## src/rtl/johnson_step_sequencer.sv

```systemverilog
// Command-driven sequencer for a WIDTH-stage Johnson phase register.
// Accepts a move (steps, direction, period) over valid/ready and steps once per period.
module johnson_step_sequencer #(
   parameter int WIDTH = 4,
   parameter int CNT_W = 8,
   parameter int DIV_W = 8
) (
   input  logic             clock,
   input  logic             reset,
   input  logic             cmd_valid,
   output logic             cmd_ready,
   input  logic             cmd_dir,
   input  logic [CNT_W-1:0] cmd_steps,
   input  logic [DIV_W-1:0] cmd_period,
   input  logic             abort,
   output logic [WIDTH-1:0] phase,
   output logic             busy,
   output logic [CNT_W-1:0] steps_left,
   output logic             done,
   output logic             aborted
);

   typedef enum logic {
      S_IDLE = 1'b0,
      S_RUN  = 1'b1
   } state_t;

   state_t           r_state;
   state_t           w_state_nxt;
   logic [WIDTH-1:0] r_phase;
   logic [WIDTH-1:0] w_phase_nxt;
   logic             r_dir;
   logic             w_dir_nxt;
   logic [DIV_W-1:0] r_period;
   logic [DIV_W-1:0] w_period_nxt;
   logic [DIV_W-1:0] r_div;
   logic [DIV_W-1:0] w_div_nxt;
   logic [CNT_W-1:0] r_steps;
   logic [CNT_W-1:0] w_steps_nxt;
   logic             r_done;
   logic             w_done_nxt;
   logic             r_aborted;
   logic             w_aborted_nxt;
   logic             w_accept;

   function automatic logic [WIDTH-1:0] f_step_fwd(input logic [WIDTH-1:0] p);
      return {~p[0], p[WIDTH-1:1]};
   endfunction

   function automatic logic [WIDTH-1:0] f_step_rev(input logic [WIDTH-1:0] p);
      return {p[WIDTH-2:0], ~p[WIDTH-1]};
   endfunction

   // Ready is withheld for the whole time reset is asserted.
   assign cmd_ready = (r_state == S_IDLE) && !reset;
   assign w_accept  = cmd_valid && cmd_ready;

   always_comb begin
      w_state_nxt   = r_state;
      w_phase_nxt   = r_phase;
      w_dir_nxt     = r_dir;
      w_period_nxt  = r_period;
      w_div_nxt     = r_div;
      w_steps_nxt   = r_steps;
      w_done_nxt    = 1'b0;
      w_aborted_nxt = 1'b0;
      case (r_state)
         S_IDLE: begin
            if (w_accept) begin
               w_dir_nxt    = cmd_dir;
               w_period_nxt = cmd_period;
               w_div_nxt    = cmd_period;
               w_steps_nxt  = cmd_steps;
               if (cmd_steps == '0) begin
                  w_done_nxt = 1'b1;
               end else begin
                  w_state_nxt = S_RUN;
               end
            end
         end
         S_RUN: begin
            // Abort wins over a step due on the same edge.
            if (abort) begin
               w_state_nxt   = S_IDLE;
               w_done_nxt    = 1'b1;
               w_aborted_nxt = 1'b1;
            end else if (r_div != '0) begin
               w_div_nxt = r_div - DIV_W'(1);
            end else begin
               w_phase_nxt = r_dir ? f_step_rev(r_phase) : f_step_fwd(r_phase);
               w_steps_nxt = r_steps - CNT_W'(1);
               w_div_nxt   = r_period;
               if (r_steps == CNT_W'(1)) begin
                  w_state_nxt = S_IDLE;
                  w_done_nxt  = 1'b1;
               end
            end
         end
         default: begin
            w_state_nxt = S_IDLE;
         end
      endcase
   end

   always_ff @(posedge clock) begin
      if (reset) begin
         r_state   <= S_IDLE;
         r_phase   <= '0;
         r_dir     <= 1'b0;
         r_period  <= '0;
         r_div     <= '0;
         r_steps   <= '0;
         r_done    <= 1'b0;
         r_aborted <= 1'b0;
      end else begin
         r_state   <= w_state_nxt;
         r_phase   <= w_phase_nxt;
         r_dir     <= w_dir_nxt;
         r_period  <= w_period_nxt;
         r_div     <= w_div_nxt;
         r_steps   <= w_steps_nxt;
         r_done    <= w_done_nxt;
         r_aborted <= w_aborted_nxt;
      end
   end

   assign phase      = r_phase;
   assign busy       = (r_state == S_RUN);
   assign steps_left = r_steps;
   assign done       = r_done;
   assign aborted    = r_aborted;

endmodule
```

## config.mk

```make
export PLATFORM = sky130hd
export DESIGN_NAME = johnson_step_sequencer
export DESIGN_NICKNAME = d
export VERILOG_FILES = /design/src/rtl/johnson_step_sequencer.sv
export SDC_FILE = /design/constraint.sdc
export NUM_CORES = 1
export LEC_CHECK = 0
export ABC_CLOCK_PERIOD_IN_PS = 1600
export CAP_MARGIN = 40
export CORE_MARGIN = 2
export CORE_UTILIZATION = 46
export CTS_CLUSTER_SIZE = 8
export DETAILED_ROUTE_END_ITERATION = 12
export PLACE_DENSITY_LB_ADDON = 0.1
export SYNTH_ARGS = -nofsm -noshare
export SYNTH_HDL_FRONTEND = slang
export SYNTH_SLANG_ARGS = --single-unit
```

## constraint.sdc

```tcl
create_clock -name clock -period 1.6 [get_ports clock]
set_input_delay 0.48 -clock clock [delete_from_list [all_inputs] [get_ports clock]]
set_output_delay 0.48 -clock clock [all_outputs]
set_load 0.02 [all_outputs]
```

==> impl_results.rst <==
.. list-table::
   :header-rows: 1

   * - Metric
     - Value
   * - Timing-limited maximum frequency
     - 579 MHz
   * - Die Outline Area
     - 4540 um^2
   * - Total GRT Usage
     - 0.233
   * - Proportion of synthesized chip area in sequential cells
     - 0.347
   * - Post-DRT Antenna Nets
     - 0
   * - Critical Path Sink
     - r_div[3]
   * - Endpoint of the worst-slack reg-to-reg timing path
     - r_div[3]
   * - DRT Pass-1 Iters
     - 4
   * - Post-route design area
     - ~2700 um^2
   * - Leading cell type by number of instances after synthesis
     - dfxtp_1
   * - Clock transition at the registers of the reported paths
     - 0.07 ns
   * - Number of storage elements in the synthesis netlist
     - 32
   * - Starting density of the core
     - 0.469
   * - Setup Crit Path Kind
     - reg2reg
   * - Floorplan row count
     - 23
   * - Number of filler instances in the final layout
     - between 300 and 400
   * - Post-DR wirelength/cell
     - 14.5 um
   * - Number of input and output port buffers inserted
     - 36
   * - Post-CTS Hold Buffers
     - 0
   * - Final estimated routing congestion in global placement
     - 0.941
   * - Maximum number of buffers from clock root to sink
     - 2
   * - Number of global-route vias before repair
     - 1757
   * - Maximum fanout count along the critical path
     - 5
   * - Proportion of layout cells with a drive suffix above 1
     - 0.296
   * - Power density of the placed cells
     - a little under 900 nW/um^2
   * - Worst clock skew
     - 0.00807 ns
   * - DP Cell Count
     - 334
   * - Type of origin of the critical path
     - flop
   * - CTS H-tree depth
     - 2
   * - Syn. warnings
     - 0
   * - Number of synthesized flops with an enable pin
     - 0
   * - Final cycle utilization of the critical path
     - 1.08
   * - Required time reported for the critical path endpoint
     - about 1.8 ns
   * - Final setup violation count
     - 9
   * - CP Launch Point
     - r_div[0]
   * - Count of distinct cell types in the synthesized netlist
     - 46
   * - Synthesized area
     - about 1800 um^2
   * - Max_slew headroom
     - 0.741
   * - Unrepaired setup endpoints after global routing
     - yes
   * - Overall die height
     - 67.4 um
   * - Number of antenna violations at the first check in global routing
     - 0
   * - Core area
     - 3940 um^2
   * - Failing checks
     - setup timing
   * - Count of endpoints failing hold in the final timing report
     - 0
   * - Endpoint class of the critical path
     - flop
   * - Result of the run
     - complete, but fails checks
   * - Share of the core filled with cells in the final layout
     - 0.692
   * - Number of clock buffers inserted by TritonCTS
     - 5
   * - Clock tree from TritonCTS
     - built
   * - Drt initial violations
     - 83
   * - Worst slack after detailed placement
     - -0.609 ns
   * - Worst Hold Class
     - reg2reg
   * - Slew of the pin with the lowest slew margin
     - 0.386 ns
   * - Final Max Slew Viols
     - 0
   * - Clock Tree Root
     - clkbuf_8
   * - Worst hold slack
     - around 0.47 ns
   * - Gate Count Post-Synth
     - 231
   * - Number of placed I/O pins
     - 37
   * - Leakage power
     - 1.10 nW
   * - Worst R2R Start
     - r_div[0]
   * - Placed standard-cell area
     - around 2400 um^2
   * - Reported max-cap violation count
     - 0
   * - Non-Filler Instances
     - 351
   * - Most used DFF post-synth
     - dfxtp_1
   * - Commonest cells in the synthesized netlist
     - dfxtp_1 (32), o21ai_0 (24), nor2_1 (22), nand2_1 (21), a21oi_1 (14)
   * - Total congestion overflow
     - 0
   * - Latest clock arrival within the worst-skew pair
     - 0.28 ns
   * - Final setup slack of the worst path
     - -0.126 ns
   * - Via count normalized by instance count
     - 5.55
   * - Peak supply drop
     - 0.596 mV
   * - Vias post-DR
     - 1949
   * - Net count, final
     - about 330
   * - Worst EP arrival
     - 1.88 ns
   * - Yosys top cell area share
     - 0.347
   * - Largest net degree at the start of global routing
     - 34
   * - Cell accounting for the most synthesized area
     - dfxtp_1
   * - Clock Sink Count
     - 32
   * - Biggest area contributors in the synthesized netlist
     - dfxtp_1 (35%), o21ai_0 (6.5%), nor2_1 (4.5%)
   * - Synthesized Nets
     - 256
   * - Async set-or-reset flop fraction in the synthesized netlist
     - 0
   * - Detailed placer's ending HPWL
     - 3470 um
   * - Overall die width
     - slightly below 70 um
   * - Synth-to-Final Area Change
     - 47.7%
   * - Final worst path period need
     - 1.73 ns
   * - Number of antenna repair diodes
     - 0
   * - Register-to-register setup slack
     - -0.13 ns
   * - Post-Syn Area per Cell
     - between 8 and 9 um^2
   * - DRC Markers
     - 0
   * - First-pass GRT wire length
     - 8110 um
   * - Total detailed-routing wirelength
     - between 5000 and 6000 um
   * - Worst-case reg-to-reg path depth
     - 6
-- flip-flops by register name (all words and copies together), names as in the netlist --
name and cells:
done 1, busy 1, phase 4, r_div 8, r_dir 1, steps_left 8
aborted 1, r_period 8
-- per-layer routing --
layer / track usage / vias up / wire (um)
li1: - / 975 / -
met1: 0.325 / 924 / 2440
met2: 0.364 / 44 / 2370
met3: 0.0533 / 6 / 209
met4: 0.0587 / 0 / 48
met5: 0 / - / 0
-- cell families (layout without fill, tap and decap cells) --
family,after synthesis,count (layout),share of synthesized area
and+or+nand+nor,92,92,0.274
AOI/OAI and AO/OA,73,73,0.253
DFF,32,32,0.347
buffers and inverters,23,93,0.0616
muxes,5,5,0.0278
adders and majority gates,4,4,0.0271
xor gates and xnor gates,2,2,0.00948
-- repair_timing --
action,CTS,global route
setup buffers,5,5
endpoints found under the setup margin,38,20
hold endpoints to repair,0,0
pin swaps,4,27
resized for setup,36,40
-- final cells by class --
class                           instances  area (um^2)  area share
Clock buffer                            8         90.1      0.0330
Inverter                                8         30.0      0.0110
Multi-Input combinational cell        176         1240       0.456
Sequential cell                        32          646       0.237
Tap cell                               50         62.6      0.0229
Timing Repair Buffer                   77          657       0.241
-- metrics by stage --
step | total power [mW] | setup TNS (ns)
4_1_cts | 2.33 | -0.177
6_report | 2.43 | -0.579
3_3_place_gp | 1.65 | -11.84
3_5_place_dp | 1.66 | -12.11
2_1_floorplan | 1.37 | -0.0300
5_1_grt | 2.55 | -1.59
-- critical path: stages, from the launching register on --
cell,delay (ns)
dfxtp_2,0.33
inv_2,0.07
ha_4,0.16
or4b_4,0.52
or3_1,0.33
o211ai_1,0.09
a211oi_1,0.10
-- report_power, final --
| part | total (mW) | switching (mW) | internal (mW) | leakage (nW) |
|---|---|---|---|---|
| sequential | 0.920 | 0.0611 | 0.859 | 0.264 |
| combinational | 0.864 | 0.430 | 0.433 | 0.793 |
| clock | 0.644 | 0.293 | 0.351 | 0.0455 |
| total | 2.43 | 0.784 | 1.64 | 1.10 |
-- worst min path at each step --
stage,startpoint,slack [ns],end,cells past startpoint
final,steps_left[4],0.47,steps_left[4],2
after floorplan,r_period[0],0.44,r_period[0],2
after global placement,r_period[4],0.46,r_period[4],2
after CTS,r_period[3],0.48,r_period[3],2
after global routing,steps_left[4],0.49,steps_left[4],2
after detailed placement,r_period[3],0.47,r_period[3],2
-- placed cells by master, fill, tap and decap left out, types with 3 or more instances in the layout --
cell / netlist / layout
mux2i_1: 4 / 4
dfxtp_1: 32 / 28
a211oi_1: 10 / 8
nor2_1: 22 / 20
buf_4: 0 / 36
and3_1: 5 / 3
dlygate4sd2_1: 0 / 16
a211oi_2: 1 / 3
nor2b_1: 7 / 7
nand2b_1: 10 / 10
nand2_1: 21 / 19
o21ai_0: 24 / 10
clkdlybuf4s50_1: 0 / 18
inv_1: 7 / 5
a31oi_1: 6 / 5
nor3_1: 6 / 6
nor3b_1: 5 / 4
buf_6: 3 / 5
dfxtp_2: 0 / 4
o21ai_1: 1 / 4
a21oi_1: 14 / 14
o21ai_2: 0 / 11
o211ai_1: 5 / 5
or3_1: 3 / 3
clkbuf_8: 0 / 6
No activity file was read; power rests on OpenSTA's default activity.
